File: config.mk
export PLATFORM = sky130hd
export DESIGN_NAME = fetch_stage
export DESIGN_NICKNAME = d
export VERILOG_FILES = /design/src/rtl/fetch_stage.sv
export SDC_FILE = /design/constraint.sdc
export NUM_CORES = 1
export LEC_CHECK = 0
export ABC_AREA = 1
export CAP_MARGIN = 20
export CORE_UTILIZATION = 35
export DETAILED_ROUTE_END_ITERATION = 16
export GPL_TIMING_DRIVEN = 0
export PLACE_DENSITY_LB_ADDON = 0.05
export SETUP_SLACK_MARGIN = 0.02
export SYNTH_ARGS = -nofsm -noshare
export SYNTH_HDL_FRONTEND = slang
export SYNTH_SLANG_ARGS = --single-unit
File: constraint.sdc
create_clock -name clk -period 1.88 [get_ports clk]
set_input_delay 0.376 -clock clk [delete_from_list [all_inputs] [get_ports clk]]
set_output_delay 0.376 -clock clk [all_outputs]
set_load 0.02 [all_outputs]
File: src/rtl/fetch_stage.sv
// LEGv8 instruction-fetch stage: PC register, instruction-ROM addressing and the
// IF/ID pipeline register with stall, flush and branch-redirect handling.
module fetch_stage #(
  parameter int unsigned N         = 64,
  parameter int unsigned IMEM_AW   = 7,
  parameter logic [31:0] NOP_INSTR = 32'h8b1f03ff
) (
  input  logic               clk,
  input  logic               reset,
  input  logic               stall_F,
  input  logic               flush_D,
  input  logic               pcsrc_M,
  input  logic [N-1:0]       pcbranch_M,
  output logic [IMEM_AW-1:0] imem_addr_F,
  input  logic [31:0]        imem_q_F,
  output logic [N-1:0]       pc_D,
  output logic [31:0]        instr_D,
  output logic               valid_D,
  output logic [31:0]        fetch_count
);

  localparam int unsigned CNT_W = 32;

  logic [N-1:0]     pc_q, pc_d;
  logic [N-1:0]     pc_D_q, pc_D_d;
  logic [31:0]      instr_D_q, instr_D_d;
  logic             valid_D_q, valid_D_d;
  logic [CNT_W-1:0] fetch_count_q, fetch_count_d;
  logic             bubble_c;
  logic             load_c;

  // IF/ID takes a bubble on redirect or flush; otherwise loads unless stalled.
  always_comb begin
    bubble_c = pcsrc_M | flush_D;
    load_c   = ~bubble_c & ~stall_F;
  end

  // Next PC: redirect beats stall; branch targets are forced word aligned.
  always_comb begin
    pc_d = pc_q;
    if (pcsrc_M) begin
      pc_d = pcbranch_M & ~N'(3);
    end else if (!stall_F) begin
      pc_d = pc_q + N'(4);
    end
  end

  // IF/ID register contents and the saturating fetch counter.
  always_comb begin
    pc_D_d        = pc_D_q;
    instr_D_d     = instr_D_q;
    valid_D_d     = valid_D_q;
    fetch_count_d = fetch_count_q;
    if (bubble_c) begin
      pc_D_d    = '0;
      instr_D_d = NOP_INSTR;
      valid_D_d = 1'b0;
    end else if (load_c) begin
      pc_D_d    = pc_q;
      instr_D_d = imem_q_F;
      valid_D_d = 1'b1;
      if (fetch_count_q != {CNT_W{1'b1}}) begin
        fetch_count_d = fetch_count_q + CNT_W'(1);
      end
    end
  end

  always_ff @(posedge clk) begin
    if (reset) begin
      pc_q          <= '0;
      pc_D_q        <= '0;
      instr_D_q     <= NOP_INSTR;
      valid_D_q     <= 1'b0;
      fetch_count_q <= '0;
    end else begin
      pc_q          <= pc_d;
      pc_D_q        <= pc_D_d;
      instr_D_q     <= instr_D_d;
      valid_D_q     <= valid_D_d;
      fetch_count_q <= fetch_count_d;
    end
  end

  // ROM address is the word index of the PC; addresses alias modulo the ROM size.
  assign imem_addr_F = pc_q[IMEM_AW+1:2];
  assign pc_D        = pc_D_q;
  assign instr_D     = instr_D_q;
  assign valid_D     = valid_D_q;
  assign fetch_count = fetch_count_q;

endmodule

==> results of run 1 <==
path summary, 6_finish.rpt:
kind / from / end / slack, ns / cells after the start
hold reg to reg: instr_D[0]$_SDFFE_PP1P_ / instr_D[0]$_SDFFE_PP1P_ / 0.47 / 2
setup / recovery: pc_q[3]$_SDFFE_PP0P_ / pc_q[34]$_SDFFE_PP0P_ / 0.03 / 9
setup reg to reg: pc_q[3]$_SDFFE_PP0P_ / pc_q[34]$_SDFFE_PP0P_ / 0.03 / 9
hold / removal: instr_D[0]$_SDFFE_PP1P_ / instr_D[0]$_SDFFE_PP1P_ / 0.47 / 2
area by class of cell:
class                   count  area (µm²)  area share
repair buffers            250        2440       0.177
inverters                 157         597      0.0431
well taps                 378         473      0.0342
clock buffers              17         425      0.0307
flip-flops and latches    189        3820       0.276
multi-input cells        1140        5460       0.395
plain buffers              75         395      0.0286
clock inverters            15         224      0.0162
metrics by stage:
stage | std cells | setup TNS, ns | power (mW)
6_report | 2221 | 0 | 9.48
3_3_place_gp | 2169 | -88.54 | 5.43
3_5_place_dp | 2169 | -90.11 | 5.44
5_1_grt | 2221 | -0.00413 | 9.83
4_1_cts | 2205 | 0 | 9.54
2_1_floorplan | 1560 | 0 | 4.86
power by group through the flow:
stage	clock, mW	combinational, mW	sequential, mW
CTS	4.19	1.09	4.26
finish	4.10	1.11	4.27
detailed placement	0	1.08	4.35
global placement	0	1.08	4.35
global route	4.33	1.22	4.29
floorplan	0	0.474	4.39
layout by cell type, fill, tap and decap left out, types with 4 or more instances in the layout:
cell type          n
nand3_1          101
buf_2             10
nor3_1             7
clkbuf_2          15
clkbuf_16         18
clkbuf_1          29
xor2_1            23
o21ai_1            8
dfxtp_4            4
clkdlybuf4s50_1  192
inv_2              4
dlymetal6s2s_1     5
buf_4             30
inv_1            150
nand3b_1           7
xnor2_1            5
dfxtp_2           17
dlygate4sd2_1     34
a31oi_1           16
nand2_2           11
buf_1              4
dfxtp_1          168
nand4_1           15
nor2_1           190
nand2_4            8
a21oi_1          116
nor2_2            26
o21ai_0          141
nor2_4            16
nand2_1          428
cell families (layout without fill, tap and decap cells):
| logic type | after synthesis | in the layout |
|---|---|---|
| xor+xnor | 28 | 28 |
| flops | 189 | 189 |
| simple gates | 819 | 820 |
| other cells | 1 | 2 |
| compound gates | 288 | 288 |
| fa+ha+maj | 2 | 2 |
| buf+inv | 232 | 514 |
critical path, stage by stage (launching register included):
cell and delay, ns:
dfxtp_4 0.40, ha_4 0.14, nand2_1 0.08, nor2_4 0.23, nand2_4 0.11, nor2_2 0.27
nand2_1 0.19, xor2_1 0.17, nand2_1 0.06, a21oi_1 0.06
sequential cells by signal, indices dropped and copies added (netlist names):
name,cells
pc_D,62
pc_q,62
fetch_count,32
instr_D,32
valid_D,1
layer usage:
layer	global-route usage	vias up	part of all wire
met4	0.0932	0	0.032
met2	0.453	301	0.48
met3	0.0419	68	0.048
li1	-	5525	-
met1	0.329	4997	0.44
met5	0	-	0
repair_timing:
item / CTS / global route
gates cloned: 0 / 2
buffers inserted: 4 / 14
gates resized for setup: 77 / 100
pin swaps: 1 / 11
endpoints found under the setup margin: 164 / 106
==> run metrics, run 1 <==
outcome=complete, no violations; Final Slew Violations=0; number of global-route vias before repair=10,195; Placer Congestion=0.952; Seq cells post-synth=189; Synth Area in Compound Gates=0.149; H-tree Lvls=4; FILL cells=3,008; Worst Setup Path Type=reg2reg; fraction of synthesized cell area in xor and xnor cells=0.0248; multiplexer share of the synthesized area=0; ys async rst share=0; core area=27,800 µm²; P_int=6.81 mW; worst slack, placed=-0.745 ns; layout cells sized above 1=0.107; largest area contributor in the netlist=dfxtp_1; post-DR wirelength/cell=17.3 µm; first-pass GRT wire length=57,300 µm; sequential share of the synthesized area=0.383; Post-synth EDFFs=0; Max FO, Critical Path=6; WP data required=2.19 ns; clock power share=0.433; Total GRT Usage=0.262; I/O pin total=237; PortBufs=231; CP Capture Type=register; Post-synth top flop=dfxtp_1; most instantiated cells after synthesis=442 x nand2_1, 223 x nor2_1, 189 x dfxtp_1; Synth area leaders=dfxtp_1 38%, nand2_1 17%, nor2_1 8.5%, o21ai_0 7.3%, a21oi_1 6.0%; post-layout util=0.498; largest family of logic cells by synthesized area=simple AND/OR/NAND/NOR gates; design area=13,800 µm²; Arr. time, crit path=2.17 ns; Synth Area in Adders=0.00253; Comb pwr share=0.117; Post-Synthesis Cells=1,559; clock root cell=clkbuf_16; setup ws final=0.0260 ns; Worst Tran Pin Value=0.602 ns; Final Critical Period=1.85 ns; via-per-instance ratio=4.90; Routed Antenna Nets=0; nets=1,933; Post-Synth Simple-Gate Area=0.344; Die W=170 µm; sequential share of power=0.450; WL final=38,500 µm; post-synth design cell area=9870 µm²; fin crit share=0.986; Setup Skew=0.0229 ns; site row count=61; Die Y=170 µm; Reg clk slew, reported paths=0.08 ns; Layout area overhead=40.1%; # DRC=0; clk buf depth=2; Num CTS Buffers=17; fmax=539 MHz; Final HPWL DP=29,600 µm; first-pass detailed-route iteration total=5; largest net degree at the start of global routing=20; dpl cell area=12,700 µm²; Final Hold Violating Endpoints=0; Sw Share=0.282; Clock Latency Late Sink=0.45 ns; Inserted Diodes=0; Ys Warns=0; max_cap viols=0; Pwr Density=685 nW/µm²; antenna violations before repair=0; GR Overflow Total=0; die area=28,900 µm²; initial detailed-routing violation count=598; CTS tree=yes; RSZ-0062 raised after global routing=true; TritonCTS Sinks=189; maximum VDD drop=0.520 mV; share of the synthesized area in the top cell type=0.383; Post-CTS Hold Buffers=0; Leak=5.58 nW; count leader, synth=nand2_1; Max-slew headroom=0.599; syn_area_per_cell=6.33 µm²; Starting Density=0.355; Switch Pwr=2.67 mW; hold_ws=0.472 ns; Yosys cell types=35; Final setup viols=0; Tightest Hold Check Type=reg2reg; crit start category=register; routed vias=10,891
Power figures use the tool's default switching activity.
==> inputs of run 2 (changes only) <==
- CORE_UTILIZATION: 35 -> 50
==> run 2 against run 1 <==
  * Sequential cell count is the same
  * Cell count shrank 5.4%
  * Clock skew shrank 0.013 ns
  * Global-route usage grew 9.6 points
  * First-iteration DRC count grew 47%
  * Critical path depth shrank 1
==> run metrics, run 2 (same netlist as run 1, synthesis figures left out) <==
outcome=complete, no violations; CTS tree=yes; Reg area=3810 µm²; area of the multi-input gates=5450 µm²; I/O pin total=237; CP Launch Point=pc_q[45]$_SDFFE_PP0P_; Setup Skew=0.0101 ns; Starting Density=0.509; # DRC=0; Pwr Density=675 nW/µm²; # placed instances=2,056; design area=13,600 µm²; first-pass detailed-route iteration total=6; Clock Latency Late Sink=0.44 ns; Final HPWL DP=28,400 µm; number of global-route vias before repair=10,315; fmax=537 MHz; Tightest Hold Check Type=reg2reg; Final setup viols=0; hold_sp=instr_D[0]$_SDFFE_PP1P_; Layout area overhead=37.7%; FILL cells=1,722; Total GRT Usage=0.359; layout cells sized above 1=0.102; nets=1,925; maximum VDD drop=0.577 mV; Routed Antenna Nets=0; TritonCTS Sinks=189; Final Hold Violating Endpoints=0; Die W=143 µm; PortBufs=231; max_cap viols=0; Num CTS Buffers=17; antenna violations before repair=0; WP data required=2.24 ns; GR Overflow Total=0; largest net degree at the start of global routing=21; r2r startpoint=pc_q[45]$_SDFFE_PP0P_; RSZ-0062 raised after global routing=true; Post-CTS Hold Buffers=0; Inserted Diodes=0; most frequent cells in the layout=427 x nand2_1, 195 x clkdlybuf4s50_1, 191 x nor2_1; site row count=51; dpl cell area=12,500 µm²; Die Y=143 µm; Leak=5.54 nW; Arr. time, crit path=2.23 ns; core area=19,400 µm²; Final Critical Period=1.86 ns; CP Capture Type=register; H-tree Lvls=4; first-pass GRT wire length=54,900 µm; clk buf depth=2; Final Slew Violations=0; crit start category=register; commonest non-fill, non-tap cell in the layout=nand2_1; Max-slew headroom=0.542; Worst Tran Pin Value=0.688 ns; WL final=37,300 µm; Finished Layout Cells=2,100; clock root cell=clkbuf_16; die area=20,300 µm²; fin crit share=0.991; Reg clk slew, reported paths=0.08 ns; Max FO, Critical Path=4; via-per-instance ratio=5.41; initial detailed-routing violation count=881; Placer Congestion=0.982; setup TNS=0 ns; routed vias=11,369; post-DR wirelength/cell=17.8 µm; Worst Setup Path Type=reg2reg
==> run 2: critical path, cell delays in order, from the launching register on <==
cell and delay, ns:
dfxtp_1 0.44, nand2_1 0.13, nor2_1 0.27, nand2_1 0.17, nor2_2 0.20, nand2_1 0.11, o21ai_0 0.20, nand3_1 0.11
a21oi_1 0.16
==> run 2: layout make-up <==
| cell class | instances | share of cell area |
|---|---|---|
| Buffer | 75 | 0.0290 |
| Clock buffer | 17 | 0.0313 |
| Clock inverter | 15 | 0.0140 |
| Inverter | 157 | 0.0437 |
| Multi-Input combinational cell | 1139 | 0.401 |
| Sequential cell | 189 | 0.280 |
| Tap cell | 265 | 0.0244 |
| Timing Repair Buffer | 243 | 0.176 |
==> run 2: metal layers <==
layer,share of wire,vias up,global-route usage
met1,0.39,5249,0.433
met3,0.088,95,0.0646
met4,0.038,0,0.149
met2,0.48,525,0.625
met5,0,-,0
li1,-,5500,-
==> run 2: power by group <==
group	switching (mW)	internal, mW	total, mW
Combinational	0.628	0.483	1.11
Clock	1.87	1.93	3.80
Sequential	0.131	4.14	4.27
Total	2.63	6.55	9.18
==> run 2: what timing repair did <==
action,CTS,global route
endpoints found under the hold margin,0,0
pin swaps,4,15
buffers inserted,5,7
gates resized for setup,74,97
setup endpoints to repair,147,136
==> run 2: stage by stage <==
| step | power, mW | setup slack, ns | util | hold slack [ns] |
|---|---|---|---|---|
| 3_3_place_gp | 5.40 | -0.564 | 0.646 | 0.439 |
| 3_5_place_dp | 5.42 | -0.621 | 0.646 | 0.442 |
| 6_report | 9.18 | 0.0168 | 0.701 | 0.459 |
| 2_1_floorplan | 4.86 | 0.0660 | - | 0.453 |
| 5_1_grt | 9.46 | -0.0456 | 0.701 | 0.486 |
| 4_1_cts | 9.14 | 0.0108 | 0.684 | 0.463 |
==> run 2: path summary, 6_finish.rpt <==
kind	end	slack, ns	depth (start not counted)
hold reg to reg	instr_D[0]$_SDFFE_PP1P_	0.46	2
hold / removal	instr_D[0]$_SDFFE_PP1P_	0.46	2
setup / recovery	pc_q[63]$_SDFFE_PP0P_	0.02	8
setup reg to reg	pc_q[63]$_SDFFE_PP0P_	0.02	8
==> inputs of run 3 (changes only) <==
- CORE_UTILIZATION: 50 -> 52
- clock period: 1.88 -> 2.25 ns (I/O delays scaled with it)
==> run 3 against run 2 <==
  * Critical path depth shrank 6
  * Clock power is 22% lower
  * Register-to-register slack improved by 0.20 ns
  * Core utilization hardly changed
  * Worst hold slack better by 0.0030 ns
  * Wire length down 6.1%
  * Non-clock buffer count fell by 12
  * Setup slack gained 0.089 ns
  * Global-route usage is 0.26 points lower
  * Largest cell class unchanged
  * Highest routed layer unchanged
==> run metrics, run 3 (same netlist as run 1, synthesis figures left out) <==
outcome=complete, no violations; Worst Tran Pin Value=0.691 ns; Tightest Hold Check Type=reg2reg; CTS tree=yes; Placer Congestion=1.01; WL final=35,000 µm; Reg clk slew, reported paths=0.07 ns; flop2flop setup slack=0.22 ns; Die W=140 µm; via-per-instance ratio=5.47; Arr. time, crit path=1.69 ns; Final Slew Violations=0; number of global-route vias before repair=10,085; Setup Skew=0.00743 ns; layout cells sized above 1=0.0477; GR Overflow Total=0; Layout area overhead=32.3%; WP data required=1.80 ns; site row count=50; die area=19,500 µm²; Worst R2R Path Depth=9; post-DR wirelength/cell=17.0 µm; Starting Density=0.530; nets=1,913; crit start category=register; area of the multi-input gates=5160 µm²; RSZ-0062 raised after global routing=false; maximum VDD drop=0.599 mV; Reg area=3780 µm²; first-pass GRT wire length=54,000 µm; setup TNS=0 ns; routed vias=11,256; Total GRT Usage=0.356; clk buf depth=2; antenna violations before repair=0; Die Y=140 µm; first-pass detailed-route iteration total=7; Leak=4.99 nW; Final Critical Period=2.14 ns; PortBufs=231; Max-slew headroom=0.539; H-tree Lvls=4; FILL cells=1,642; r2r startpoint=pc_q[2]$_SDFFE_PP0P_; initial detailed-routing violation count=1,130; fmax=466 MHz; RR Endpoint=pc_q[62]$_SDFFE_PP0P_; Num CTS Buffers=17; Inserted Diodes=0; CP Launch Point=pc_q[6]$_SDFFE_PP0P_; GRT busiest layer=met2; worst setup path end=imem_addr_F[4]; Final Hold Violating Endpoints=0; Pwr Density=568 nW/µm²; setup ws final=0.106 ns; worst slack, placed=-0.228 ns; # DRC=0; max_cap viols=0; clock root cell=clkbuf_16; I/O pin total=237; TritonCTS Sinks=189; Final HPWL DP=27,300 µm; commonest non-fill, non-tap cell in the layout=nand2_1; fin crit share=0.953; met1 Usage GRT=0.451; Post-CTS Setup Inserts=0; most frequent cells in the layout=442 x nand2_1, 231 x clkdlybuf4s50_1, 221 x nor2_1; Routed Antenna Nets=0; GR Util met2=0.597; Worst Setup Path Type=reg2out; met3 usage=0.0520; Final setup viols=0; Max FO, Critical Path=8; CP Capture Type=output port; largest net degree at the start of global routing=19; Clock Latency Late Sink=0.45 ns; core area=18,600 µm²
run 3: through the flow:
stage | hold slack, ns | power [mW] | util | instances | cell area [µm²]
after floorplan | 0.453 | 4.06 | - | 1560 | 9880
after global placement | 0.438 | 4.51 | 0.670 | 2025 | 12500
after detailed placement | 0.443 | 4.52 | 0.670 | 2025 | 12500
after CTS | 0.462 | 7.40 | 0.700 | 2056 | 13000
after global routing | 0.487 | 7.65 | 0.701 | 2056 | 13100
final | 0.462 | 7.42 | 0.701 | 2056 | 13100
run 3: report_power, final:
group | leakage [nW] | total, mW | switching (mW) | internal, mW
Combinational | 3.19 | 0.903 | 0.506 | 0.397
Sequential | 1.54 | 3.56 | 0.106 | 3.46
Clock | 0.261 | 2.96 | 1.51 | 1.45
Total | 4.99 | 7.42 | 2.12 | 5.30
run 3: what timing repair did:
action | CTS | global route
hold buffers | 0 | 0
gates resized for setup | 1 | 5
endpoints found under the setup margin | 3 | 14
run 3: per-layer routing:
metal  vias to the layer above  wire length [µm]
li1                       5467                 -
met1                      5208             14500
met2                       485             16500
met3                        96              2570
met4                         0              1400
met5                         -                 0
run 3: worst min path at each step:
stage	slack [ns]	cells after the start	end	start
after floorplan	0.45	2	pc_D[63]$_SDFFE_PP0P_	pc_q[63]$_SDFFE_PP0P_
after global placement	0.44	2	instr_D[31]$_SDFFE_PP1P_	instr_D[31]$_SDFFE_PP1P_
after detailed placement	0.44	2	instr_D[0]$_SDFFE_PP1P_	instr_D[0]$_SDFFE_PP1P_
after CTS	0.46	2	instr_D[0]$_SDFFE_PP1P_	instr_D[0]$_SDFFE_PP1P_
after global routing	0.49	2	instr_D[0]$_SDFFE_PP1P_	instr_D[0]$_SDFFE_PP1P_
final	0.46	2	instr_D[0]$_SDFFE_PP1P_	instr_D[0]$_SDFFE_PP1P_
run 3: area by class of cell:
| type | count | share of cell area |
|---|---|---|
| Tap cell | 234 | 0.0224 |
| Inverter | 157 | 0.0452 |
| Clock inverter | 14 | 0.0102 |
| Sequential cell | 189 | 0.290 |
| Multi-Input combinational cell | 1139 | 0.395 |
| Timing Repair Buffer | 231 | 0.177 |
| Clock buffer | 17 | 0.0326 |
| Buffer | 75 | 0.0275 |
run 3: worst max-delay path: stages (launching register included):
cell	delay [ns]
dfxtp_1	0.50
buf_4	0.16
clkdlybuf4s50_1	0.59
